<file path="src/rtl/hyper_phy_sched_pkg.sv">
// Shared types for the HyperBus transfer scheduler: FSM states, descriptor and chunk records.
// Field widths match the scheduler's default AddrWidth/LenWidth/NumChips parameters.
package hyper_phy_sched_pkg;

  localparam int AddrW  = 32;
  localparam int LenW   = 16;
  localparam int ChipsW = 2;

  typedef enum logic [1:0] {
    StIdle,
    StIssue,
    StWait
  } state_e;

  typedef struct packed {
    logic [AddrW-1:0] addr;
    logic [LenW-1:0]  len;
    logic             write;
  } desc_t;

  typedef struct packed {
    logic [AddrW-1:0]  addr;
    logic [LenW-1:0]   len;
    logic              write;
    logic [ChipsW-1:0] cs;
  } chunk_t;

  // A word is 2 bytes on one PHY and 4 bytes when both PHYs are ganged.
  function automatic logic [AddrW-1:0] chunk_bytes(logic [LenW-1:0] len, logic gang);
    return gang ? AddrW'({len, 2'b00}) : AddrW'({len, 1'b0});
  endfunction

endpackage

</file>
<file path="src/rtl/hyper_phy_sched_if.sv">
// Descriptor, configuration and PHY-chunk signals of the scheduler.
// The master modport is the scheduler itself; the slave modport is the front-end/PHY side.
interface hyper_phy_sched_if #(
  parameter int NumPhys   = 2,
  parameter int NumChips  = 2,
  parameter int AddrWidth = 32,
  parameter int LenWidth  = 16
);

  logic                 cfg_phys_in_use_i;
  logic [LenWidth-1:0]  cfg_max_chunk_i;

  logic                 trx_valid_i;
  logic                 trx_ready_o;
  logic [AddrWidth-1:0] trx_addr_i;
  logic [LenWidth-1:0]  trx_len_i;
  logic                 trx_write_i;
  logic                 trx_done_o;

  logic [NumPhys-1:0]   phy_valid_o;
  logic [NumPhys-1:0]   phy_ready_i;
  logic [AddrWidth-1:0] phy_addr_o;
  logic [LenWidth-1:0]  phy_len_o;
  logic                 phy_write_o;
  logic [NumChips-1:0]  phy_cs_o;
  logic [NumPhys-1:0]   phy_done_i;

  logic                 busy_o;
  logic                 phys_in_use_o;

  modport master (
    input  cfg_phys_in_use_i, cfg_max_chunk_i,
    input  trx_valid_i, trx_addr_i, trx_len_i, trx_write_i,
    output trx_ready_o, trx_done_o,
    output phy_valid_o, phy_addr_o, phy_len_o, phy_write_o, phy_cs_o,
    input  phy_ready_i, phy_done_i,
    output busy_o, phys_in_use_o
  );

  modport slave (
    output cfg_phys_in_use_i, cfg_max_chunk_i,
    output trx_valid_i, trx_addr_i, trx_len_i, trx_write_i,
    input  trx_ready_o, trx_done_o,
    input  phy_valid_o, phy_addr_o, phy_len_o, phy_write_o, phy_cs_o,
    output phy_ready_i, phy_done_i,
    input  busy_o, phys_in_use_o
  );

endinterface

</file>
<file path="src/rtl/hyper_phy_sched_chunk_calc.sv">
// Combinational chunk sizing: the smallest of remaining words, the programmed maximum
// and the words left before the next chip boundary, plus the one-hot chip select.
module hyper_chunk_calc #(
  parameter int NumChips     = 2,
  parameter int AddrWidth    = 32,
  parameter int LenWidth     = 16,
  parameter int ChipSizeLog2 = 23
) (
  input  logic [AddrWidth-1:0] addr_i,
  input  logic [LenWidth-1:0]  rem_i,
  input  logic [LenWidth-1:0]  max_i,
  input  logic                 gang_i,
  output logic [LenWidth-1:0]  len_o,
  output logic [NumChips-1:0]  cs_o
);

  localparam int ExtW = AddrWidth + 1;
  localparam int IdxW = (NumChips > 1) ? $clog2(NumChips) : 1;

  logic [ExtW-1:0] addrExt;
  logic [ExtW-1:0] boundary;
  logic [ExtW-1:0] distBytes;
  logic [ExtW-1:0] distWords;
  logic [ExtW-1:0] lenExt;
  logic [IdxW-1:0] chipIdx;

  // One extra bit keeps the boundary above the top chip representable.
  always_comb begin
    addrExt   = {1'b0, addr_i};
    boundary  = ((addrExt >> ChipSizeLog2) + ExtW'(1)) << ChipSizeLog2;
    distBytes = boundary - addrExt;
    distWords = gang_i ? (distBytes >> 2) : (distBytes >> 1);
    lenExt    = ExtW'(rem_i);
    if (max_i != '0 && ExtW'(max_i) < lenExt) begin
      lenExt = ExtW'(max_i);
    end
    if (distWords < lenExt) begin
      lenExt = distWords;
    end
    len_o = LenWidth'(lenExt);
  end

  if (NumChips > 1) begin : g_idx
    assign chipIdx = addr_i[ChipSizeLog2 +: IdxW];
  end else begin : g_noidx
    assign chipIdx = '0;
  end

  assign cs_o = NumChips'(1) << chipIdx;

endmodule

</file>
<file path="src/rtl/hyper_phy_sched.sv">
// Transfer scheduler: accepts one descriptor, splits it into chip- and size-bounded
// chunks and issues each chunk to PHY0 alone or to both PHYs ganged.
module hyper_phy_sched
  import hyper_phy_sched_pkg::*;
#(
  parameter int NumPhys      = 2,
  parameter int NumChips     = ChipsW,
  parameter int AddrWidth    = AddrW,
  parameter int LenWidth     = LenW,
  parameter int ChipSizeLog2 = 23
) (
  input logic               clk_i,
  input logic               rst_ni,
  hyper_phy_sched_if.master bus
);

  localparam logic [NumPhys-1:0] Phy0Only = NumPhys'(1);

  state_e              state_q;
  desc_t               desc_q;
  chunk_t              chunk_q;
  logic                gang_q;
  logic [LenWidth-1:0] maxChunk_q;
  logic [NumPhys-1:0]  valid_q;
  logic [NumPhys-1:0]  doneMask_q;
  logic                ready_q;
  logic                busy_q;
  logic                trxDone_q;

  logic                 gangAccept;
  logic [NumPhys-1:0]   activeMask;
  logic [NumPhys-1:0]   issuedNow;
  logic [NumPhys-1:0]   doneNow;
  logic [AddrWidth-1:0] nextAddr;
  logic [LenWidth-1:0]  nextRem;
  logic [AddrWidth-1:0] calcAddr;
  logic [LenWidth-1:0]  calcRem;
  logic [LenWidth-1:0]  calcMax;
  logic                 calcGang;
  logic [LenWidth-1:0]  calcLen;
  logic [NumChips-1:0]  calcCs;

  assign gangAccept = bus.cfg_phys_in_use_i & (NumPhys == 2);
  assign activeMask = gang_q ? '1 : Phy0Only;
  assign issuedNow  = valid_q & bus.phy_ready_i;
  assign doneNow    = doneMask_q | (bus.phy_done_i & activeMask);

  // The calculator sizes the first chunk from the live descriptor while idle,
  // and the follow-on chunk from the advanced position otherwise.
  always_comb begin
    nextAddr = desc_q.addr + chunk_bytes(chunk_q.len, gang_q);
    nextRem  = desc_q.len - chunk_q.len;
    if (state_q == StIdle) begin
      calcAddr = bus.trx_addr_i;
      calcRem  = bus.trx_len_i;
      calcMax  = bus.cfg_max_chunk_i;
      calcGang = gangAccept;
    end else begin
      calcAddr = nextAddr;
      calcRem  = nextRem;
      calcMax  = maxChunk_q;
      calcGang = gang_q;
    end
  end

  hyper_chunk_calc #(
    .NumChips    (NumChips),
    .AddrWidth   (AddrWidth),
    .LenWidth    (LenWidth),
    .ChipSizeLog2(ChipSizeLog2)
  ) u_chunk_calc (
    .addr_i(calcAddr),
    .rem_i (calcRem),
    .max_i (calcMax),
    .gang_i(calcGang),
    .len_o (calcLen),
    .cs_o  (calcCs)
  );

  always_ff @(posedge clk_i) begin
    if (!rst_ni) begin
      state_q    <= StIdle;
      desc_q     <= '0;
      chunk_q    <= '0;
      gang_q     <= 1'b0;
      maxChunk_q <= '0;
      valid_q    <= '0;
      doneMask_q <= '0;
      ready_q    <= 1'b1;
      busy_q     <= 1'b0;
      trxDone_q  <= 1'b0;
    end else begin
      trxDone_q <= 1'b0;
      unique case (state_q)
        StIdle: begin
          if (bus.trx_valid_i) begin
            desc_q     <= '{addr: bus.trx_addr_i, len: bus.trx_len_i, write: bus.trx_write_i};
            chunk_q    <= '{addr: bus.trx_addr_i, len: calcLen, write: bus.trx_write_i, cs: calcCs};
            gang_q     <= gangAccept;
            maxChunk_q <= bus.cfg_max_chunk_i;
            valid_q    <= gangAccept ? '1 : Phy0Only;
            ready_q    <= 1'b0;
            busy_q     <= 1'b1;
            state_q    <= StIssue;
          end
        end
        StIssue: begin
          valid_q <= valid_q & ~issuedNow;
          if ((valid_q & ~issuedNow) == '0) begin
            doneMask_q <= '0;
            state_q    <= StWait;
          end
        end
        StWait: begin
          doneMask_q <= doneNow;
          if (doneNow == activeMask) begin
            desc_q.addr <= nextAddr;
            desc_q.len  <= nextRem;
            doneMask_q  <= '0;
            if (nextRem == '0) begin
              trxDone_q <= 1'b1;
              ready_q   <= 1'b1;
              busy_q    <= 1'b0;
              state_q   <= StIdle;
            end else begin
              chunk_q <= '{addr: nextAddr, len: calcLen, write: desc_q.write, cs: calcCs};
              valid_q <= activeMask;
              state_q <= StIssue;
            end
          end
        end
        default: state_q <= StIdle;
      endcase
    end
  end

  always_ff @(posedge clk_i) begin
    if (rst_ni && state_q == StIdle && bus.trx_valid_i) begin
      assert (bus.trx_len_i != '0) else $error("zero-length transfer descriptor");
    end
  end

  assign bus.trx_ready_o   = ready_q;
  assign bus.trx_done_o    = trxDone_q;
  assign bus.phy_valid_o   = valid_q;
  assign bus.phy_addr_o    = chunk_q.addr;
  assign bus.phy_len_o     = chunk_q.len;
  assign bus.phy_write_o   = chunk_q.write;
  assign bus.phy_cs_o      = chunk_q.cs;
  assign bus.busy_o        = busy_q;
  assign bus.phys_in_use_o = gang_q;

endmodule

</file>
<file path="src/flat_wrapper.sv">
// flat-port wrapper written by rule: the top's interface ports become plain ports
module hyper_phy_sched_flat import hyper_phy_sched_pkg::*;
#(
  parameter int NumPhys      = 2,
  parameter int NumChips     = ChipsW,
  parameter int AddrWidth    = AddrW,
  parameter int LenWidth     = LenW,
  parameter int ChipSizeLog2 = 23
)
  (clk_i, rst_ni, bus_cfg_phys_in_use_i, bus_cfg_max_chunk_i, bus_trx_valid_i, bus_trx_addr_i, bus_trx_len_i, bus_trx_write_i, bus_trx_ready_o, bus_trx_done_o, bus_phy_valid_o, bus_phy_addr_o, bus_phy_len_o, bus_phy_write_o, bus_phy_cs_o, bus_phy_ready_i, bus_phy_done_i, bus_busy_o, bus_phys_in_use_o);
  hyper_phy_sched_if #(.NumPhys(NumPhys), .NumChips(NumChips), .AddrWidth(AddrWidth), .LenWidth(LenWidth)) bus_i ();
  input logic clk_i;
  input logic rst_ni;
  input wire logic [$bits(bus_i.cfg_phys_in_use_i)-1:0] bus_cfg_phys_in_use_i;
  input wire logic [$bits(bus_i.cfg_max_chunk_i)-1:0] bus_cfg_max_chunk_i;
  input wire logic [$bits(bus_i.trx_valid_i)-1:0] bus_trx_valid_i;
  input wire logic [$bits(bus_i.trx_addr_i)-1:0] bus_trx_addr_i;
  input wire logic [$bits(bus_i.trx_len_i)-1:0] bus_trx_len_i;
  input wire logic [$bits(bus_i.trx_write_i)-1:0] bus_trx_write_i;
  output wire logic [$bits(bus_i.trx_ready_o)-1:0] bus_trx_ready_o;
  output wire logic [$bits(bus_i.trx_done_o)-1:0] bus_trx_done_o;
  output wire logic [$bits(bus_i.phy_valid_o)-1:0] bus_phy_valid_o;
  output wire logic [$bits(bus_i.phy_addr_o)-1:0] bus_phy_addr_o;
  output wire logic [$bits(bus_i.phy_len_o)-1:0] bus_phy_len_o;
  output wire logic [$bits(bus_i.phy_write_o)-1:0] bus_phy_write_o;
  output wire logic [$bits(bus_i.phy_cs_o)-1:0] bus_phy_cs_o;
  input wire logic [$bits(bus_i.phy_ready_i)-1:0] bus_phy_ready_i;
  input wire logic [$bits(bus_i.phy_done_i)-1:0] bus_phy_done_i;
  output wire logic [$bits(bus_i.busy_o)-1:0] bus_busy_o;
  output wire logic [$bits(bus_i.phys_in_use_o)-1:0] bus_phys_in_use_o;
  assign bus_i.cfg_phys_in_use_i = bus_cfg_phys_in_use_i;
  assign bus_i.cfg_max_chunk_i = bus_cfg_max_chunk_i;
  assign bus_i.trx_valid_i = bus_trx_valid_i;
  assign bus_i.trx_addr_i = bus_trx_addr_i;
  assign bus_i.trx_len_i = bus_trx_len_i;
  assign bus_i.trx_write_i = bus_trx_write_i;
  assign bus_trx_ready_o = bus_i.trx_ready_o;
  assign bus_trx_done_o = bus_i.trx_done_o;
  assign bus_phy_valid_o = bus_i.phy_valid_o;
  assign bus_phy_addr_o = bus_i.phy_addr_o;
  assign bus_phy_len_o = bus_i.phy_len_o;
  assign bus_phy_write_o = bus_i.phy_write_o;
  assign bus_phy_cs_o = bus_i.phy_cs_o;
  assign bus_i.phy_ready_i = bus_phy_ready_i;
  assign bus_i.phy_done_i = bus_phy_done_i;
  assign bus_busy_o = bus_i.busy_o;
  assign bus_phys_in_use_o = bus_i.phys_in_use_o;
  hyper_phy_sched #(.NumPhys(NumPhys), .NumChips(NumChips), .AddrWidth(AddrWidth), .LenWidth(LenWidth), .ChipSizeLog2(ChipSizeLog2)) u_core (.clk_i(clk_i), .rst_ni(rst_ni), .bus(bus_i));
endmodule
</file>
<file path="config.mk">
export PLATFORM = sky130hd
export DESIGN_NAME = hyper_phy_sched_flat
export DESIGN_NICKNAME = d
export VERILOG_FILES = /design/src/rtl/hyper_phy_sched_pkg.sv /design/src/rtl/hyper_phy_sched_if.sv /design/src/rtl/hyper_phy_sched_chunk_calc.sv /design/src/rtl/hyper_phy_sched.sv /design/src/flat_wrapper.sv
export SDC_FILE = /design/constraint.sdc
export NUM_CORES = 1
export LEC_CHECK = 0
export ABC_AREA = 1
export CAP_MARGIN = 10
export CORE_MARGIN = 2
export CORE_UTILIZATION = 30
export DETAILED_ROUTE_END_ITERATION = 8
export DONT_BUFFER_PORTS = 1
export HOLD_SLACK_MARGIN = 0.06
export SLEW_MARGIN = 30
export SYNTH_ARGS = -nofsm -noshare
export SYNTH_HDL_FRONTEND = slang
export SYNTH_SLANG_ARGS = --single-unit
</file>
<file path="constraint.sdc">
create_clock -name clk_i -period 18.35 [get_ports clk_i]
set_clock_uncertainty 0.15 [all_clocks]
set_input_delay 1.835 -clock clk_i [delete_from_list [all_inputs] [get_ports clk_i]]
set_output_delay 1.835 -clock clk_i [all_outputs]
set_load 0.005 [all_outputs]
</file>
**Yosys cells after proc, flatten, opt, wreduce, memory -nomap -nowiden**

Cells that the tools add are included.

- $add $sub $neg: 4
- $lt $le $gt $ge: 2
- Eq/ne operators: 8
- Shift operators: 1
- Multiplexer cells: 38
- Bitwise logic cells: 5
- Reductions and logical operators: 16

Operators by type and width:

| operator | count |
|---|---|
| $mux 51 | 3 |
| $pmux 51 s2 | 1 |
| $pmux 48 s2 | 1 |
| $mux 16 | 4 |
| $mux 32 | 2 |
| $mux 49 | 1 |
| $mux 48 | 1 |
| $sub 33x32->33 | 1 |
| $add 32x32->32 | 1 |
| $lt 32x16->1 | 1 |
| $mux 2 | 10 |
| $mux 18 | 1 |
| $logic_not 16->1 | 1 |
| $lt 16x16->1 | 1 |
| $reduce_bool 16->1 | 1 |
| $sub 16x16->16 | 1 |
| $pmux 2 s3 | 2 |
| $reduce_and 4->1 | 3 |
| $add 9x1->10 const B | 1 |
| $mux 1 | 9 |
| $reduce_and 3->1 | 3 |
| $and 2x2->2 | 3 |
| $ne 2x1->1 const B | 3 |
| $logic_not 2->1 | 2 |
| 13 further kinds | 17 |

- Register bits after elaboration: 126
- Bits of input ports: 73
- Word-level logic and storage cells: 89

**Depth between registers and ports, before layout**

Gate-level depths: netlist (run 1).

- Depth in word-level cells: 11
- Mapped depth: 45
- Depth with buffers taken out: 42

**Modules after synthesis**

Synthesis (run 1) repeated with hierarchy kept, for this count alone.

- Cells, all modules: 2,015
- Area total of the unflattened synthesis: 11,944.0 um^2

By module, submodules not included:

| module | times used | cells an instance | area each (um^2) | sequential area each (um^2) |
|---|---|---|---|---|
| hyper_phy_sched | 1 | 1,531 | 9,318.9 | 2,522.4 |
| hyper_chunk_calc | 1 | 484 | 2,625.0 | 0.0 |

**Worst setup path before layout (run 1)**

Ideal clock, no wire load.

- Path kind: reg2reg
- Start point: register u_core.chunk_q, in the netlist u_core.bus.phy_len_o[0]
- End point: register u_core.chunk_q, in the netlist u_core.bus.phy_len_o[9]
- Setup time: 109 ps
- Arrival time: 5,528 ps
- Path slack: 12,563 ps
- Cell stages (with the launch flop): 43
- Path buffers: 2
- Clock period less this slack: 5,787 ps
- Path through: dfxtp_1 > ha_1 > fa_1 > nand3b_1 > nand2_1 > inv_1 > o221ai_1 > a21oi_1 > o21ai_0 > nand2_1 > nand2_1 > nand2_1 > inv_1 > o21ai_0 > nand2_1 > xor2_1 > mux2i_1 > ha_1 > [... 7 more ...] > inv_1 > ha_1 > a21oi_1 > nor2_1 > a211oi_1 > o221a_2 > nand2_1 > nor2_1 > nand3_1 > nor2_2 > nand4_2 > nor2_4 > nand3_4 > buf_6 > nand2_1 > nand3_1 > nand2_1 > inv_1

- Longest elaborated chain between the ends: 11

RTL lines:

| what | RTL line | source |
|---|---|---|
| start, declared | hyper_phy_sched.sv:21 | `chunk_t chunk_q;` |
| start signal, assigned | hyper_phy_sched.sv:98 | `chunk_q <= '{addr: bus.trx_addr_i, len: calcLen, write: bus.trx_write_i, cs: calcCs};` |
| start signal, assigned | hyper_phy_sched.sv:126 | `chunk_q <= '{addr: nextAddr, len: calcLen, write: desc_q.write, cs: calcCs};` |
| $mux 18 | hyper_phy_sched_pkg.sv:30 | `return gang ? AddrW'({len, 2'b00}) : AddrW'({len, 1'b0});` |
| $add 32x32->32 | hyper_phy_sched.sv:51 | `nextAddr = desc_q.addr + chunk_bytes(chunk_q.len, gang_q);` |
| $mux 32 | hyper_phy_sched.sv:53 | `if (state_q == StIdle) begin` |
| $add 9x1->10 | hyper_phy_sched_chunk_calc.sv:30 | `boundary = ((addrExt >> ChipSizeLog2) + ExtW'(1)) << ChipSizeLog2;` |
| $sub 33x32->33 | hyper_phy_sched_chunk_calc.sv:31 | `distBytes = boundary - addrExt;` |
| $mux 32 | hyper_phy_sched_chunk_calc.sv:32 | `distWords = gang_i ? (distBytes >> 2) : (distBytes >> 1);` |
| $lt 32x16->1 | hyper_phy_sched_chunk_calc.sv:37 | `if (distWords < lenExt) begin` |
| $mux 16 | hyper_phy_sched_chunk_calc.sv:37 |  |
| $mux 51 | hyper_phy_sched.sv:120 | `if (nextRem == '0) begin` |
| $mux 51 | hyper_phy_sched.sv:116 | `if (doneNow == activeMask) begin` |
| $pmux 51 s2 | hyper_phy_sched.sv:94 | `unique case (state_q)` |

Several ways; a longest one is shown, not always the timed one. The select of a mux whose other input is x is not followed.
A chain may end at the register's enable or synchronous reset.

**Final worst setup path (run 1)**

- Start point: register u_core.chunk_q, in the netlist u_core.bus.phy_len_o[0]
- End point: register u_core.chunk_q, in the netlist u_core.bus.phy_len_o[15]

The elaborated chain is that of the path after synthesis.

==> results of run 1 <==
## through the flow
| stage | power (mW) | area [µm²] | hold WS [ns] |
|---|---|---|---|
| global route | 3.18 | 12500 | 0.310 |
| CTS | 2.86 | 12500 | 0.296 |
| detailed placement | 2.51 | 11900 | 0.286 |
| floorplan | 2.00 | 11500 | 0.274 |
| global placement | 2.48 | 11900 | 0.280 |
| finish | 2.87 | 12500 | 0.294 |
## metal layers
layer	up-vias	track usage (%)	share of wire (%)
met4	0	7.27	2.8
li1	6167	-	-
met3	57	4.72	5.8
met1	5648	25.0	43
met5	-	0	0
met2	336	35.9	48
## worst max-delay path by stage
stage	end	slack [ns]
2_1_floorplan	u_core.bus.phy_len_o[9]	12.56
3_3_place_gp	u_core.bus.phy_len_o[0]	11.48
3_5_place_dp	u_core.bus.phy_len_o[15]	11.27
4_1_cts	u_core.bus.phy_len_o[15]	11.21
5_1_grt	u_core.bus.phy_len_o[13]	10.40
6_report	u_core.bus.phy_len_o[15]	11.14
## cell type report
cell class                 instances  share of cell area (%)
tap                              511                    5.11
clock buffer                      21                    3.76
multi-input combinational       1420                    61.3
timing repair buffer              12                   0.721
inverter                         267                    8.06
sequential                       126                    20.2
clock inverter                    11                   0.851
## worst max-delay path: cells and delay by family (launching register included)
| kind | cells | cell delay [ns] |
|---|---|---|
| buffers and inverters | 4 | 0.23 |
| adders and majority gates | 4 | 1.22 |
| muxes | 1 | 0.15 |
| AOI/OAI and AO/OA | 10 | 2.10 |
| DFF | 1 | 0.35 |
| xor gates and xnor gates | 1 | 0.28 |
| and+or+nand+nor | 19 | 2.59 |
## flip-flops by register name (all words and copies together), names as in the netlist
register and count:
u_core.bus.trx_ready_o 1, u_core.bus.phy_len_o 16, u_core.bus.phy_cs_o 2, u_core.doneMask_q 2, u_core.bus.busy_o 1, u_core.bus.phy_addr_o 32
u_core.bus.phys_in_use_o 1, u_core.state_q 2, u_core.desc_q 49, u_core.bus.phy_write_o 1, u_core.maxChunk_q 16, u_core.bus.phy_valid_o 2
u_core.bus.trx_done_o 1
## cell usage in the layout, fill, tap and decap left out, drive strengths merged, types with 2 or more instances in the layout
master / n
clkinvlp: 3
a31oi: 33
inv: 269
nor4: 5
o211ai: 2
a221oi: 13
o211a: 12
clkinv: 5
xor2: 17
nor3: 14
clkbuf: 21
or2: 8
mux2i: 8
fa: 2
dfxtp: 126
nand2: 562
xnor2: 7
ha: 73
a211oi: 8
o21ai: 176
nand3b: 6
buf: 12
a21o: 3
a21oi: 127
nand4: 52
nand3: 170
nor2: 111
## Yosys cell counts (all sizes together) (3+ instances only)
master / n / area [µm²]
nor2: 111 / 522
a31oi: 33 / 206
clkinv: 3 / 11.3
ha: 73 / 913
or2: 8 / 50.1
inv: 264 / 993
nor4: 5 / 31.3
mux2i: 8 / 80.1
dfxtp: 126 / 2520
nand4: 52 / 350
clkbuf: 52 / 195
nor3: 14 / 80.1
o211a: 12 / 120
xor2: 17 / 149
a21o: 3 / 22.5
nand3: 170 / 918
nand3b: 6 / 57.6
o21ai: 176 / 911
buf: 29 / 166
xnor2: 7 / 68.8
a211oi: 8 / 60.1
a21oi: 127 / 651
a221oi: 13 / 114
nand2: 562 / 2190
## cell families (layout without fill, tap and decap cells)
logic type	Yosys count	in the layout
simple gates	932	932
buf+inv	348	311
xor+xnor	24	24
mux	8	8
compound gates	381	381
fa+ha+maj	75	75
flops	126	126
## power by group through the flow
stage	sequential, mW	combinational, mW	clock [mW]
after floorplan	0.447	1.55	0
after global placement	0.488	1.99	0
after detailed placement	0.489	2.02	0
after CTS	0.484	2.03	0.353
after global routing	0.497	2.32	0.364
final	0.485	2.04	0.343
==> results_dict.tcl, run 1 <==
set metrics [dict create \
    vias_per_cell 5.16 \
    drt-wirelength-per-cell_um 17.2 \
    multiInputGateArea_um2 7670 \
    drive_gt1_share_pct 9.21 \
    overflow 0 \
    path_class "reg2reg" \
    area_growth_pct 8.40 \
    relSlewSlack_pct 43.9 \
    reg2reg_depth 39 \
    p_leak_nw 5.96 \
    vias 12208 \
    yosys_warnings 0 \
    fillers 4177 \
    power_density_nw_per_um2 229 \
    crit_path_start_kind "flip-flop" \
    hp-class "reg2reg" \
    timing.critical_path.mode_cell "nand2_1" \
    peakVddDrop_mv 0.0968 \
    crit_arrival_ns 7.42 \
    cts_tree "done" \
    synth_compound_area_share_pct 18.8 \
    synth_top_family_by_area "simple AND/OR/NAND/NOR gates" \
    holdPathEnd "u_core.maxChunk_q[10]" \
    path_max_fanout 26 \
    route.detailed.drc 0 \
    min_path_cells 2 \
    finalSetupTns_ns 0 \
    yosysSeqAreaShare_pct 21.9 \
    rsz0062_at_grt "false" \
    crit_required_ns 18.55 \
    async_flop_share_pct 0 \
    ys_types 57 \
    area.sequential_um2 2520 \
    yosys.area_share.simple_pct 36.7 \
    dr.pass1.iters 7 \
    switching_share_pct 56.8 \
    die_area_um2 40000 \
    core_um2 37800 \
    die_w_um 200 \
    tightestPinTransition_ns 0.833 \
    dpl_worst_slack_ns 11.27 \
    fp.dieH_um 200 \
    cp_slowest_stage_delay_ns 0.51 \
    stdcell_count 2368 \
    fp-row-count 71 \
    numCtsBuffers 17 \
    synth_edf_count 0 \
    cts_max_level 4 \
    io-pin-count 130 \
    synth_seq_cells 126 \
    grt_pass1_wl_um 63300 \
    drt_iter0_markers 786 \
    rrSetupSlack_ns 11.14 \
    period_share_pct 39.3 \
    final_util_pct 33.1 \
    cts-root-buf "clkbuf_16" \
    antennaDiodeCount 0 \
    synth_xor_xnor_area_share_pct 1.89 \
    initial_core_util_pct 30.6 \
    cp-startpoint "u_core.bus.phy_len_o[0]" \
    share_comb_of_total_power_pct 71.1 \
    portBuffers 0 \
    end_kind "flip-flop" \
    r2r_end "u_core.bus.phy_len_o[15]" \
    synthesis.instances 1894 \
    internal_power_mw 1.24 \
    min-delay-start "u_core.maxChunk_q[10]" \
    syn-cell-area_um2 11500 \
    postCtsSetupBuffers 0 \
    p_switching_mw 1.63 \
    postCtsHoldBufs 0 \
    cts_num_sinks 126 \
    wirelength_um 40700 \
    antenna_found_initial 0 \
    clk_pin_slew_ns 0.06 \
    min_period_ns 7.21 \
    hold_viol 0 \
    synthMuxAreaShare_pct 0.694 \
    setup_ws_ns 11.14 \
    slowest_stage "o21ai_0" \
    gp_congestion 0.923 \
    pwr-share-seq_pct 16.9 \
    synth-adder-area-share_pct 8.27 \
    hpwl_um 31500 \
    fmaxAchievable_ghz 0.139 \
    cts_resized 0 \
    slew_violations 0 \
    insertion_delay_ns 0.46 \
    grt_max_degree 72 \
    pwr-share-clk_pct 12.0 \
    finalSetupViolations 0 \
    nNetsFinal 1992 \
    syn_avg_cell_area_um2 6.09 \
    grt_pass1_vias 11518 \
    ys.flop_type "dfxtp_1" \
    ant_nets 0 \
    clk_path_buf_depth 2 \
    status "completed" \
    r2r_start "u_core.bus.phy_len_o[0]" \
    drv_cap 0 \
    syn-num-nets 2042 \
    dpl.cell_count 2336 \
    grt_util_all_layers_pct 20.7 \
]
(Power assumes the default switching activity.)
==> run 2: changes to the inputs <==
==> constraint.sdc (replaced) <==
create_clock -name clk_i -period 5.8 [get_ports clk_i]
set_clock_uncertainty 0.15 [all_clocks]
set_input_delay 0.58 -clock clk_i [delete_from_list [all_inputs] [get_ports clk_i]]
set_output_delay 0.58 -clock clk_i [all_outputs]
set_load 0.005 [all_outputs]
==> run 2 against run 1 <==
  * Sequential cell count unchanged
  * Hold slack lost 0.20 ns
  * Via count rose by 2.9%
  * Clock power rose to 3.6 times the previous value
  * Cell count rose by 2.9%
  * Wire length up 0.24%
  * Core utilization up 2.4 points
  * Sequential share of layout area is 1.3 points lower
  * Die area unchanged
  * Register-to-register slack got worse by 11 ns
  * Cell area grew 7.2%
  * Critical path depth grew 1
  * Largest power group unchanged
==> results_dict.tcl, run 2 (same netlist as run 1, synthesis figures left out) <==
set metrics [dict create \
    dpl.cell_count 2378 \
    grt_pass1_vias 11765 \
    grt_max_degree 72 \
    p_leak_nw 6.35 \
    crit_arrival_ns 5.84 \
    nNetsFinal 2060 \
    cts-root-buf "clkbuf_16" \
    top_register "u_core.desc_q" \
    die_area_um2 40000 \
    drt_iter0_markers 935 \
    vias 12563 \
    crit_required_ns 5.99 \
    clk_pin_slew_ns 0.06 \
    slowest_stage "dfxtp_2" \
    hp-class "in2reg" \
    power_density_nw_per_um2 776 \
    die_w_um 200 \
    final_common_cell "nand2_1" \
    path_max_fanout 8 \
    gp_congestion 0.932 \
    clk_path_buf_depth 2 \
    period_share_pct 97.4 \
    vias_per_cell 5.16 \
    wirelength_um 40800 \
    post_dp_cell_area_um2 12200 \
    postCtsHoldBufs 0 \
    status "completed" \
    area_growth_pct 16.2 \
    relSlewSlack_pct 43.4 \
    numCtsBuffers 17 \
    hold_viol 0 \
    antennaDiodeCount 0 \
    path_delay_family "simple AND/OR/NAND/NOR gates" \
    drt-wirelength-per-cell_um 16.7 \
    timing.hold.ws_ns 0.0984 \
    initial_core_util_pct 30.6 \
    fp.dieH_um 200 \
    fillers 4069 \
    multiInputGateArea_um2 7960 \
    route.detailed.drc 0 \
    most-common-layout-cells "nand2_1 (518), inv_1 (226), nand3_1 (155)" \
    antenna_found_initial 0 \
    grt_pass1_wl_um 63300 \
    largest_register_ffs 49 \
    grt_util_all_layers_pct 20.5 \
    design_area_um2 13400 \
    peakVddDrop_mv 0.357 \
    cts_max_level 4 \
    dr.pass1.iters 5 \
    timing.critical_path.mode_cell "nand2_1" \
    drv_cap 0 \
    tightestPinTransition_ns 0.844 \
    stdcell_count 2436 \
    overflow 0 \
    slew_violations 0 \
    cts_num_sinks 126 \
    rsz0062_at_grt "true" \
    io-pin-count 130 \
    path_buf_inv 5 \
    power_mw 10.4 \
    end_kind "flip-flop" \
    crit_path_start_kind "flip-flop" \
    cts_tree "done" \
    cp_slowest_stage_delay_ns 0.33 \
    fp-row-count 71 \
    insertion_delay_ns 0.44 \
    path_class "reg2reg" \
    finalSetupViolations 0 \
    core_um2 37800 \
    min_period_ns 5.65 \
    hpwl_um 31300 \
    ant_nets 0 \
    portBuffers 0 \
    area.sequential_um2 2530 \
    fmaxAchievable_ghz 0.177 \
    drive_gt1_share_pct 15.7 \
]
run 2: what timing repair did:
| action | 4_1_cts | 5_1_grt |
|---|---|---|
| resized for setup | 40 | 48 |
| endpoints found under the setup margin | 16 | 16 |
| buffers inserted | 18 | 7 |
| gates cloned | 1 | 0 |
| pin swaps | 27 | 30 |
run 2: metrics by stage:
stage / util [%] / TNS (ns) / worst slack [ns]
3_3_place_gp: 32.4 / -1.41 / -0.0969
6_report: 35.5 / 0 / 0.149
3_5_place_dp: 32.4 / -4.76 / -0.313
5_1_grt: 35.5 / -2.42 / -0.170
2_1_floorplan: - / 0 / 0.0132
4_1_cts: 34.9 / 0 / 0.00804
run 2: per-layer routing:
layer	wire length (µm)	global-route usage, %	vias to the layer above	part of all wire (%)
met3	2520	4.27	76	6.2
met4	1480	8.67	0	3.6
met5	0	0	-	0
li1	-	-	6305	-
met2	19700	35.5	329	48
met1	17100	24.6	5853	42
run 2: area by class of cell:
cell class,instances,area share (%)
multi-input cells,1421,59.4
flip-flops and latches,126,18.9
inverters,267,7.55
well taps,511,4.77
repair buffers,79,4.51
clock buffers,17,3.17
clock inverters,15,1.75
run 2: worst reg2reg max path: cells and delay by family, from the launching register on:
kind | cells | cell delay, ns
flip-flops | 1 | 0.33
buffers and inverters | 5 | 0.26
XOR/XNOR | 1 | 0.18
multiplexers | 1 | 0.12
AO/OA/AOI/OAI | 10 | 1.47
AND/OR/NAND/NOR | 19 | 1.99
adder cells (fa/ha/maj) | 4 | 1.10
run 2: worst paths after layout:
| path | from | to | slack, ns | cells past startpoint |
|---|---|---|---|---|
| worst max register to register | u_core.desc_q[1] | u_core.bus.phy_len_o[0] | 0.15 | 40 |
| worst min register to register | u_core.maxChunk_q[6] | u_core.maxChunk_q[6] | 0.29 | 2 |
| worst max-delay path | u_core.desc_q[1] | u_core.bus.phy_len_o[0] | 0.15 | 40 |
| worst min-delay path | rst_ni | u_core.bus.trx_ready_o | 0.1 | 1 |
run 2: power by group:
| group | leakage (nW) | total, mW | internal (mW) | switching, mW |
|---|---|---|---|---|
| sequential | 1.04 | 1.50 | 1.22 | 0.284 |
| clock | 0.316 | 1.25 | 0.771 | 0.477 |
| combinational | 4.99 | 7.65 | 2.90 | 4.74 |
==> run 3: changes to the inputs <==
--- a/config.mk
+++ b/config.mk
@@ -5,7 +5,6 @@
 export SDC_FILE = /design/constraint.sdc
 export NUM_CORES = 1
 export LEC_CHECK = 0
-export ABC_AREA = 1
 export CAP_MARGIN = 10
 export CORE_MARGIN = 2
 export CORE_UTILIZATION = 30
==> run 3 against run 2 <==
  * Wire length is 8.5% higher
  * Critical endpoint is now u_core.bus.phy_len_o[14]
  * Highest routed layer unchanged
  * Via count is 2.8% lower
  * Critical path type unchanged
  * Die area is 3.5% lower
  * The run now ends with setup timing left
==> results_dict.tcl, run 3 <==
set metrics [dict create \
    crit_arrival_ns 7.06 \
    slowest_stage "or4_1" \
    design_area_um2 14600 \
    syn_avg_cell_area_um2 7.46 \
    synth_common_cells "nand2_1 (192), nor2_1 (150), dfxtp_1 (126), a21oi_1 (113), o21ai_0 (85)" \
    most-common-layout-cells "buf_4 (309), nand2_1 (192), nor2_1 (150)" \
    synth_top_area_share_pct 22.7 \
    area_growth_pct 31.1 \
    drive_gt1_share_pct 26.3 \
    slew_violations 0 \
    dpl.cell_count 2157 \
    fillers 3728 \
    route.detailed.drc 0 \
    postCtsHoldBufs 0 \
    dr.pass1.iters 6 \
    power_density_nw_per_um2 803 \
    synth_seq_cells 126 \
    fmaxAchievable_ghz 0.147 \
    ant_nets 0 \
    top_register "u_core.desc_q" \
    fp-row-count 70 \
    status "finished with violations" \
    crit_required_ns 6.04 \
    grt_pass1_vias 11830 \
    power_mw 11.7 \
    portBuffers 0 \
    die_w_um 197 \
    wirelength_um 44200 \
    share_comb_of_total_power_pct 77.4 \
    fp.dieH_um 197 \
    setup_ws_ns -1.02 \
    gp_congestion 0.917 \
    stdcell_count 2216 \
    drt_iter0_markers 1024 \
    ys.flop_type "dfxtp_1" \
    rsz0062_at_grt "true" \
    post_dp_cell_area_um2 13600 \
    violations "setup timing" \
    path_class "reg2reg" \
    path_delay_family "compound AO/OA/AOI/OAI gates" \
    synthesis.instances 1492 \
    cp_slowest_stage_delay_ns 0.53 \
    clk_pin_slew_ns 0.07 \
    ys_types 100 \
    peakVddDrop_mv 0.322 \
    path_buf_inv 4 \
    finalSetupTns_ns -15.11 \
    grt_pass1_wl_um 68700 \
    yosysSeqAreaShare_pct 22.7 \
    numCtsBuffers 17 \
    path_max_fanout 8 \
    syn-num-nets 1640 \
    vias 12213 \
    tightestPinTransition_ns 0.827 \
    end_kind "flip-flop" \
    largest_register_ffs 49 \
    grt_max_degree 83 \
    cts_max_level 4 \
    finalSetupViolations 16 \
    io-pin-count 130 \
    drv_cap 0 \
    cts-root-buf "clkbuf_16" \
    yosys-top-cells-area "dfxtp_1 (23%), ha_1 (8.2%), nand2_1 (6.5%), a21oi_1 (5.1%), nor2_1 (5.1%)" \
    period_share_pct 118 \
    hpwl_um 33600 \
    p_leak_nw 6.23 \
    p_switching_mw 5.58 \
    nNetsFinal 1883 \
    hp-class "in2reg" \
    clk_path_buf_depth 2 \
    switching_share_pct 47.6 \
    relSlewSlack_pct 44.7 \
    antennaDiodeCount 0 \
    yosys_warnings 0 \
    cts_num_sinks 126 \
    pwr-share-clk_pct 9.3 \
    yosysMostFrequentCell "nand2_1" \
    antenna_found_initial 0 \
    initial_core_util_pct 30.4 \
    hold_viol 0 \
    synth_edf_count 0 \
    cts_tree "done" \
    final_common_cell "buf_4" \
    syn-cell-area_um2 11100 \
    insertion_delay_ns 0.46 \
    crit_path_start_kind "flip-flop" \
    async_flop_share_pct 0 \
    die_area_um2 38600 \
    pwr-share-seq_pct 13.3 \
    grt_util_all_layers_pct 22.8 \
    yosysTopAreaCell "dfxtp_1" \
    dpl_worst_slack_ns -1.06 \
    min_period_ns 6.82 \
    drt-wirelength-per-cell_um 20.0 \
    internal_power_mw 6.13 \
    core_um2 36600 \
    vias_per_cell 5.51 \
    overflow 0 \
]
-- run 3: cell types whose count changed after synthesis, sizes merged, moves of 28 or more --
cell	change
o21ai	-80
mux2i	+42
inv	-196
xnor2	+31
a211oi	+40
nand3	-137
nand4	-29
nand2	-368
nor3	+28
nor2	+39
-- run 3: stage by stage --
step,hold WS (ns),utilization (%)
3_3_place_gp,0.290,37.2
6_report,0.106,39.8
3_5_place_dp,0.296,37.2
5_1_grt,0.0817,39.8
4_1_cts,0.0831,39.5
2_1_floorplan,0.282,-
-- run 3: path summary, 6_finish.rpt --
check	from	end	slack, ns	depth (start not counted)
max	u_core.desc_q[1]	u_core.bus.phy_len_o[14]	-1.02	35
max reg2reg	u_core.desc_q[1]	u_core.bus.phy_len_o[14]	-1.02	35
min reg2reg	u_core.maxChunk_q[13]	u_core.maxChunk_q[13]	0.31	2
min	bus_cfg_phys_in_use_i	u_core.bus.phys_in_use_o	0.11	2
-- run 3: cells by family after synthesis --
family                   Yosys count  synth area share (%)
adder cells (fa/ha/maj)           75                  8.57
XOR/XNOR                          56                  4.47
flip-flops                       126                  22.7
AND/OR/NAND/NOR                  553                  23.4
buffers and inverters            164                  5.91
AO/OA/AOI/OAI                    440                  27.4
multiplexers                      78                  7.57
-- run 3: layer usage --
| layer | GRT usage [%] | part of all wire, % |
|---|---|---|
| met5 | 0 | 0 |
| met4 | 6.63 | 2.5 |
| met3 | 5.72 | 7.9 |
| met2 | 35.4 | 43 |
| met1 | 31.3 | 46 |
-- run 3: worst register-to-register path, delay by kind of cell (launching register included) --
kind                     cells  cell delay [ns]
multiplexers                 3             0.80
flip-flops                   1             0.32
adder cells (fa/ha/maj)      4             1.05
XOR/XNOR                     1             0.22
AO/OA/AOI/OAI               16             2.44
buffers and inverters        4             0.44
AND/OR/NAND/NOR              7             1.33
-- run 3: cell type report --
type | count | area (µm²) | share of cell area [%]
Sequential cell | 126 | 2530 | 17.3
Multi-Input combinational cell | 1202 | 8180 | 56.1
Inverter | 70 | 269 | 1.84
Tap cell | 468 | 586 | 4.02
Clock buffer | 17 | 425 | 2.92
Timing Repair Buffer | 318 | 2450 | 16.8
Clock inverter | 15 | 143 | 0.978
-- run 3: what timing repair did --
action                     4_1_cts  5_1_grt
hold endpoints to repair         0        0
setup buffers                   23        5
setup endpoints to repair       16       16
pin swaps                       24       29
resized for setup               17       21
-- run 3: power by group through the flow --
stage,Sequential (mW),Combinational [mW],Clock [mW]
floorplan,1.45,5.06,0
global placement,1.56,8.23,0
detailed placement,1.57,8.33,0
CTS,1.55,8.70,1.11
global route,1.60,9.89,1.15
finish,1.56,9.06,1.09
